`src/rtl/fetch_master.sv`:
```
// Avalon-MM read master that prefetches sequential words into a small FIFO.
// One read outstanding at most; start_valid restarts the stream at a new address.
module fetch_master #(
  parameter int unsigned DEPTH     = 4,
  parameter logic [31:0] ADDR_STEP = 32'd1
) (
  input  logic        clk,
  input  logic        reset,
  input  logic        start_valid,
  input  logic [31:0] start_addr,
  output logic [31:0] av_address,
  output logic        av_read,
  input  logic        av_waitrequest,
  input  logic [31:0] av_readdata,
  input  logic        av_readdatavalid,
  output logic        out_valid,
  input  logic        out_ready,
  output logic [31:0] out_data,
  output logic [31:0] out_addr,
  output logic        busy
);

  localparam int unsigned AW = $clog2(DEPTH);
  localparam int unsigned CW = AW + 1;
  localparam logic [CW-1:0] DEPTH_C = CW'(DEPTH);

  typedef enum logic [1:0] {
    IDLE      = 2'd0,
    REQ       = 2'd1,
    WAIT_DATA = 2'd2
  } state_t;

  state_t        state, state_nxt;
  logic          running, discard, load_req;
  logic          accept, rsp, push, pop;
  logic [31:0]   fetch_addr;
  logic [AW-1:0] wr_ptr, rd_ptr, rd_ptr_nxt;
  logic [CW-1:0] fifo_count, count_nxt;
  logic [63:0]   mem [DEPTH];
  logic [63:0]   head_nxt;

  assign av_read    = (state == REQ);
  assign busy       = (state == REQ) || (state == WAIT_DATA);
  assign accept     = av_read && !av_waitrequest;
  assign rsp        = (state == WAIT_DATA) && av_readdatavalid;
  assign push       = rsp && !discard && !start_valid;
  assign pop        = out_valid && out_ready;
  assign rd_ptr_nxt = pop ? rd_ptr + AW'(1) : rd_ptr;
  assign count_nxt  = start_valid ? '0 : fifo_count + CW'(push) - CW'(pop);

  // Issue decisions use the post-push/pop count, and with nothing outstanding
  // at that point the slot rule reduces to count_nxt < DEPTH.
  always_comb begin
    state_nxt = state;
    load_req  = 1'b0;
    case (state)
      IDLE: begin
        if (start_valid || (running && count_nxt < DEPTH_C)) begin
          state_nxt = REQ;
          load_req  = 1'b1;
        end
      end
      REQ: begin
        if (accept) state_nxt = WAIT_DATA;
      end
      WAIT_DATA: begin
        if (rsp) begin
          if (count_nxt < DEPTH_C) begin
            state_nxt = REQ;
            load_req  = 1'b1;
          end else begin
            state_nxt = IDLE;
          end
        end
      end
      default: state_nxt = IDLE;
    endcase
  end

  always_ff @(posedge clk or posedge reset) begin
    if (reset) begin
      state      <= IDLE;
      running    <= 1'b0;
      discard    <= 1'b0;
      fetch_addr <= '0;
      av_address <= '0;
    end else begin
      state <= state_nxt;
      if (start_valid) running <= 1'b1;
      if (load_req) av_address <= start_valid ? start_addr : fetch_addr;
      // A read already in flight at restart must not advance the new stream.
      if (start_valid) fetch_addr <= start_addr;
      else if (accept && !discard) fetch_addr <= fetch_addr + ADDR_STEP;
      if (start_valid && ((state == REQ) || ((state == WAIT_DATA) && !av_readdatavalid)))
        discard <= 1'b1;
      else if (rsp)
        discard <= 1'b0;
    end
  end

  // Head register is refilled from storage, or bypassed from the incoming word
  // when no older entry remains after this cycle's pop.
  always_comb begin
    if ((fifo_count - CW'(pop)) == '0) head_nxt = {av_readdata, av_address};
    else                               head_nxt = mem[rd_ptr_nxt];
  end

  always_ff @(posedge clk) begin
    if (push) mem[wr_ptr] <= {av_readdata, av_address};
  end

  always_ff @(posedge clk or posedge reset) begin
    if (reset) begin
      wr_ptr     <= '0;
      rd_ptr     <= '0;
      fifo_count <= '0;
      out_valid  <= 1'b0;
      out_data   <= '0;
      out_addr   <= '0;
    end else if (start_valid) begin
      wr_ptr     <= '0;
      rd_ptr     <= '0;
      fifo_count <= '0;
      out_valid  <= 1'b0;
    end else begin
      if (push) wr_ptr <= wr_ptr + AW'(1);
      rd_ptr     <= rd_ptr_nxt;
      fifo_count <= count_nxt;
      out_valid  <= (count_nxt != '0);
      if (count_nxt != '0) {out_data, out_addr} <= head_nxt;
    end
  end

endmodule

```
`config.mk`:
```
export PLATFORM = sky130hd
export DESIGN_NAME = fetch_master
export DESIGN_NICKNAME = d
export VERILOG_FILES = /design/src/rtl/fetch_master.sv
export SDC_FILE = /design/constraint.sdc
export NUM_CORES = 1
export LEC_CHECK = 0
export BUFFER_PORTS_ARGS = -buffer_cell sky130_fd_sc_hd__buf_4
export CAP_MARGIN = 20
export CORE_ASPECT_RATIO = 1.75
export CORE_MARGIN = 1
export CORE_UTILIZATION = 59
export CTS_BUF_LIST = sky130_fd_sc_hd__clkbuf_8 sky130_fd_sc_hd__clkbuf_16
export DETAILED_ROUTE_END_ITERATION = 10
export PLACE_DENSITY = 0.87
export SYNTH_ARGS = -nofsm -noshare
export SYNTH_HDL_FRONTEND = slang
export SYNTH_SLANG_ARGS = --single-unit
```
`constraint.sdc`:
```
create_clock -name clk -period 5.2 [get_ports clk]
set_input_delay 0.52 -clock clk [delete_from_list [all_inputs] [get_ports clk]]
set_output_delay 0.52 -clock clk [all_outputs]
set_load 0.1 [all_outputs]
```
==> results.sh <==
export IMPL_status="finished clean"
export IMPL_fmax_mhz=275.5
export IMPL_worstPathMaxFanout=64
export IMPL_reg2reg_to="av_address[21]$_DFFE_PP0P_"
export IMPL_reg2reg_from="state[0]$_DFFE_PP0P_"
export IMPL_slew_violations=0
export IMPL_fin_util_pct=69.17
export IMPL_async_reset_ff_share_pct=35.35
export IMPL_fin_skew_ps=16.97
export IMPL_cts_tree="built"
export IMPL_fin_ws_ps=1570
export IMPL_multi_input_area_um2=6072
export IMPL_die_w_um=132.7
export IMPL_crit_end="av_address[21]$_DFFE_PP0P_"
export IMPL_ys_flop_type="edfxtp_1"
export IMPL_reg2regPathDepth=10
export IMPL_use_met3_pct=3.689
export IMPL_die_height_um=230.7
export IMPL_path_class="register to register"
export IMPL_place_inst=1836
export IMPL_cts_setup_buffers=0
export IMPL_synthTopCellsByArea="edfxtp_1, dfrtp_1, mux2i_1"
export IMPL_required_ps=5550
export IMPL_met2_usage_pct=48.03
export IMPL_hold_viol=0
export IMPL_final_cells=1900
export IMPL_rsz0062_at_grt="false"
export IMPL_synth_cell_types=53
export IMPL_grt_max_degree=130
export IMPL_ys_warnings_count=0
export IMPL_synth_cells=1369
export IMPL_ys_ff_latch=396
export IMPL_dr_total_vias=12100
export IMPL_finalPower_mw=13.02
export IMPL_worstMarginPinSlew_ps=1113
export IMPL_firstDrtPassIters=8
export IMPL_finalSetupViolations=0
export IMPL_drv_cap=0
export IMPL_start_kind="register"
export IMPL_root_buffer="clkbuf_16"
export IMPL_ioPinCount=169
export IMPL_drtIter0Drc=1084
export IMPL_wl_per_cell_um=21.56
export IMPL_regArea_um2=11190
export IMPL_synth_edf_count=256
export IMPL_synth_nets=1452
export IMPL_port_buffer_count=168
export IMPL_cts_path_max_buffers=3
export IMPL_fillCellCount=1986
export IMPL_syn2layout_area_growth_pct=15.32
export IMPL_hp_class="input port to asynchronous set/reset pin"
export IMPL_arrival_ps=3980
export IMPL_gp_congestion=0.8067
export IMPL_syn_cell_area_um2=17630
export IMPL_cts_htree_levels=2
export IMPL_clock_latency_ps=530
export IMPL_numCtsBuffers=35
export IMPL_cts_hold_buf=0
export IMPL_core_area_um2=29390
export IMPL_place_hpwl_um=24310
export IMPL_overflow=0
export IMPL_fin_area_um2=20330
export IMPL_final_nets=1575
export IMPL_place_area_um2=19210
export IMPL_powerDensity_nw_per_um2=640.3
export IMPL_die_area_um2=30600
export IMPL_pre_cts_ws_ps=1557
export IMPL_synth_top_area_share_pct=43.61
export IMPL_numClockSinks=396
export IMPL_avgSynthCellArea_um2=12.88
export IMPL_synth_most_common_cell="edfxtp_1"
export IMPL_drc=0
export IMPL_yosys_area_top_type="edfxtp_1"
export IMPL_irDropWorstVdd_uv=520.6
export IMPL_via_per_inst=6.367
export IMPL_tns_ps=0
export IMPL_clk_pin_slew_ps=70
export IMPL_hold_ws_ps=180.9
export IMPL_endpoint_kind="register"
export IMPL_final_antenna_net_count=0
export IMPL_met1_usage_pct=31.62
export IMPL_cts_repair_resized=0
export IMPL_cp_startpoint="state[0]$_DFFE_PP0P_"
export IMPL_grt_pass1_wl_um=64450
export IMPL_grt_usage_pct=26.97
export IMPL_n_antenna_cell=0
export IMPL_period_share_pct=69.81
export IMPL_slew_limit_headroom_pct=25.77
export IMPL_start_util_pct=59.99
export IMPL_grt_busiest_layer="met2"
export IMPL_r2r_setup_slack_ps=1570
export IMPL_yosys_top_cells_count="edfxtp_1, mux2i_1, dfrtp_1"
export IMPL_yosysSeqAreaShare_pct=63.48
export IMPL_fin_crit_ps=3630
export IMPL_antenna_found_initial=0
export IMPL_row_count=83
export IMPL_grt_pass1_vias=12590
export IMPL_wl_um=40960
export IMPL_power_leakage_nw=7.262
export IMPL_drive_above_1_share_pct=20.82
==> power breakdown <==
group          switching [mW]  total [mW]  internal [mW]
sequential              0.527        4.49           3.96
clock                    1.14        2.51           1.37
combinational            4.66        6.02           1.35
total                    6.33        13.0           6.68
==> flip-flops by register name, summed over array words and instances, names as in the netlist <==
name,count
out_data,32
av_address,32
running,1
state,2
wr_ptr,2
out_addr,32
rd_ptr,2
fetch_addr,32
fifo_count,3
out_valid,1
discard,1
mem,256
==> worst max-delay path, cell delays in order, from the launching register on <==
cell,delay (ps)
dfrtp_1,420
inv_1,110
ha_1,200
nand2_1,120
nor3_1,440
ha_1,260
inv_1,60
fa_1,380
xnor3_1,280
a2bb2o_2,910
o21ai_0,260
==> per-layer routing <==
metal  share of wire [%]  vias up
met5                   0        -
met4                 4.4        0
met3                 5.1      114
met2                  52      445
met1                  38     6076
li1                    -     5462
==> cells in the final DEF (no fill, tap or decap), drive strengths merged, types with 2 or more instances in the layout <==
cell / n
clkbuf: 40
a221o: 3
nand3: 37
o21ai: 61
nor3: 10
and2: 6
nand2b: 7
clkinvlp: 2
nor2: 78
o211ai: 64
inv: 22
xor2: 5
o31a: 3
and3: 4
nand4: 11
mux2i: 142
nand2: 122
o21a: 2
dfrtp: 140
clkinv: 11
or4b: 2
nor3b: 3
or2: 2
nor2b: 18
mux2: 65
a21oi: 23
buf: 183
a22oi: 76
xnor2: 8
a31oi: 66
nor4: 9
edfxtp: 256
ha: 12
or3b: 2
and4: 7
==> worst min-delay path by stage <==
stage / from / to / slack (ps) / cells after the start
final: reset / fetch_addr[2]$_DFFE_PP0P_ / 180 / 2
after global routing: av_readdata[28] / mem[1][60]$_DFFE_PP_ / 190 / 1
after CTS: av_readdata[14] / mem[3][46]$_DFFE_PP_ / 190 / 1
after detailed placement: running$_DFFE_PP0P_ / running$_DFFE_PP0P_ / 490 / 1
after global placement: running$_DFFE_PP0P_ / running$_DFFE_PP0P_ / 490 / 1
after floorplan: running$_DFFE_PP0P_ / running$_DFFE_PP0P_ / 450 / 1
==> kinds of logic (layout without fill, tap and decap cells) <==
| family | Yosys count | count (layout) | share of synthesized area [%] |
|---|---|---|---|
| AOI/OAI and AO/OA | 306 | 306 | 11.50 |
| xor gates and xnor gates | 14 | 14 | 0.7736 |
| adders and majority gates | 13 | 13 | 0.9652 |
| buffers and inverters | 109 | 258 | 2.420 |
| DFF | 396 | 396 | 63.48 |
| muxes | 207 | 207 | 12.21 |
| and+or+nand+nor | 324 | 324 | 8.644 |
==> layout make-up <==
| cell class | count | area share (%) |
|---|---|---|
| clock buffers | 40 | 4.868 |
| multi-input cells | 864 | 29.87 |
| flip-flops and latches | 396 | 55.07 |
| inverters | 12 | 0.2462 |
| clock inverters | 23 | 0.5231 |
| well taps | 382 | 2.351 |
| repair buffers | 183 | 7.078 |
Note: power is estimated with default switching activity, not from simulation.
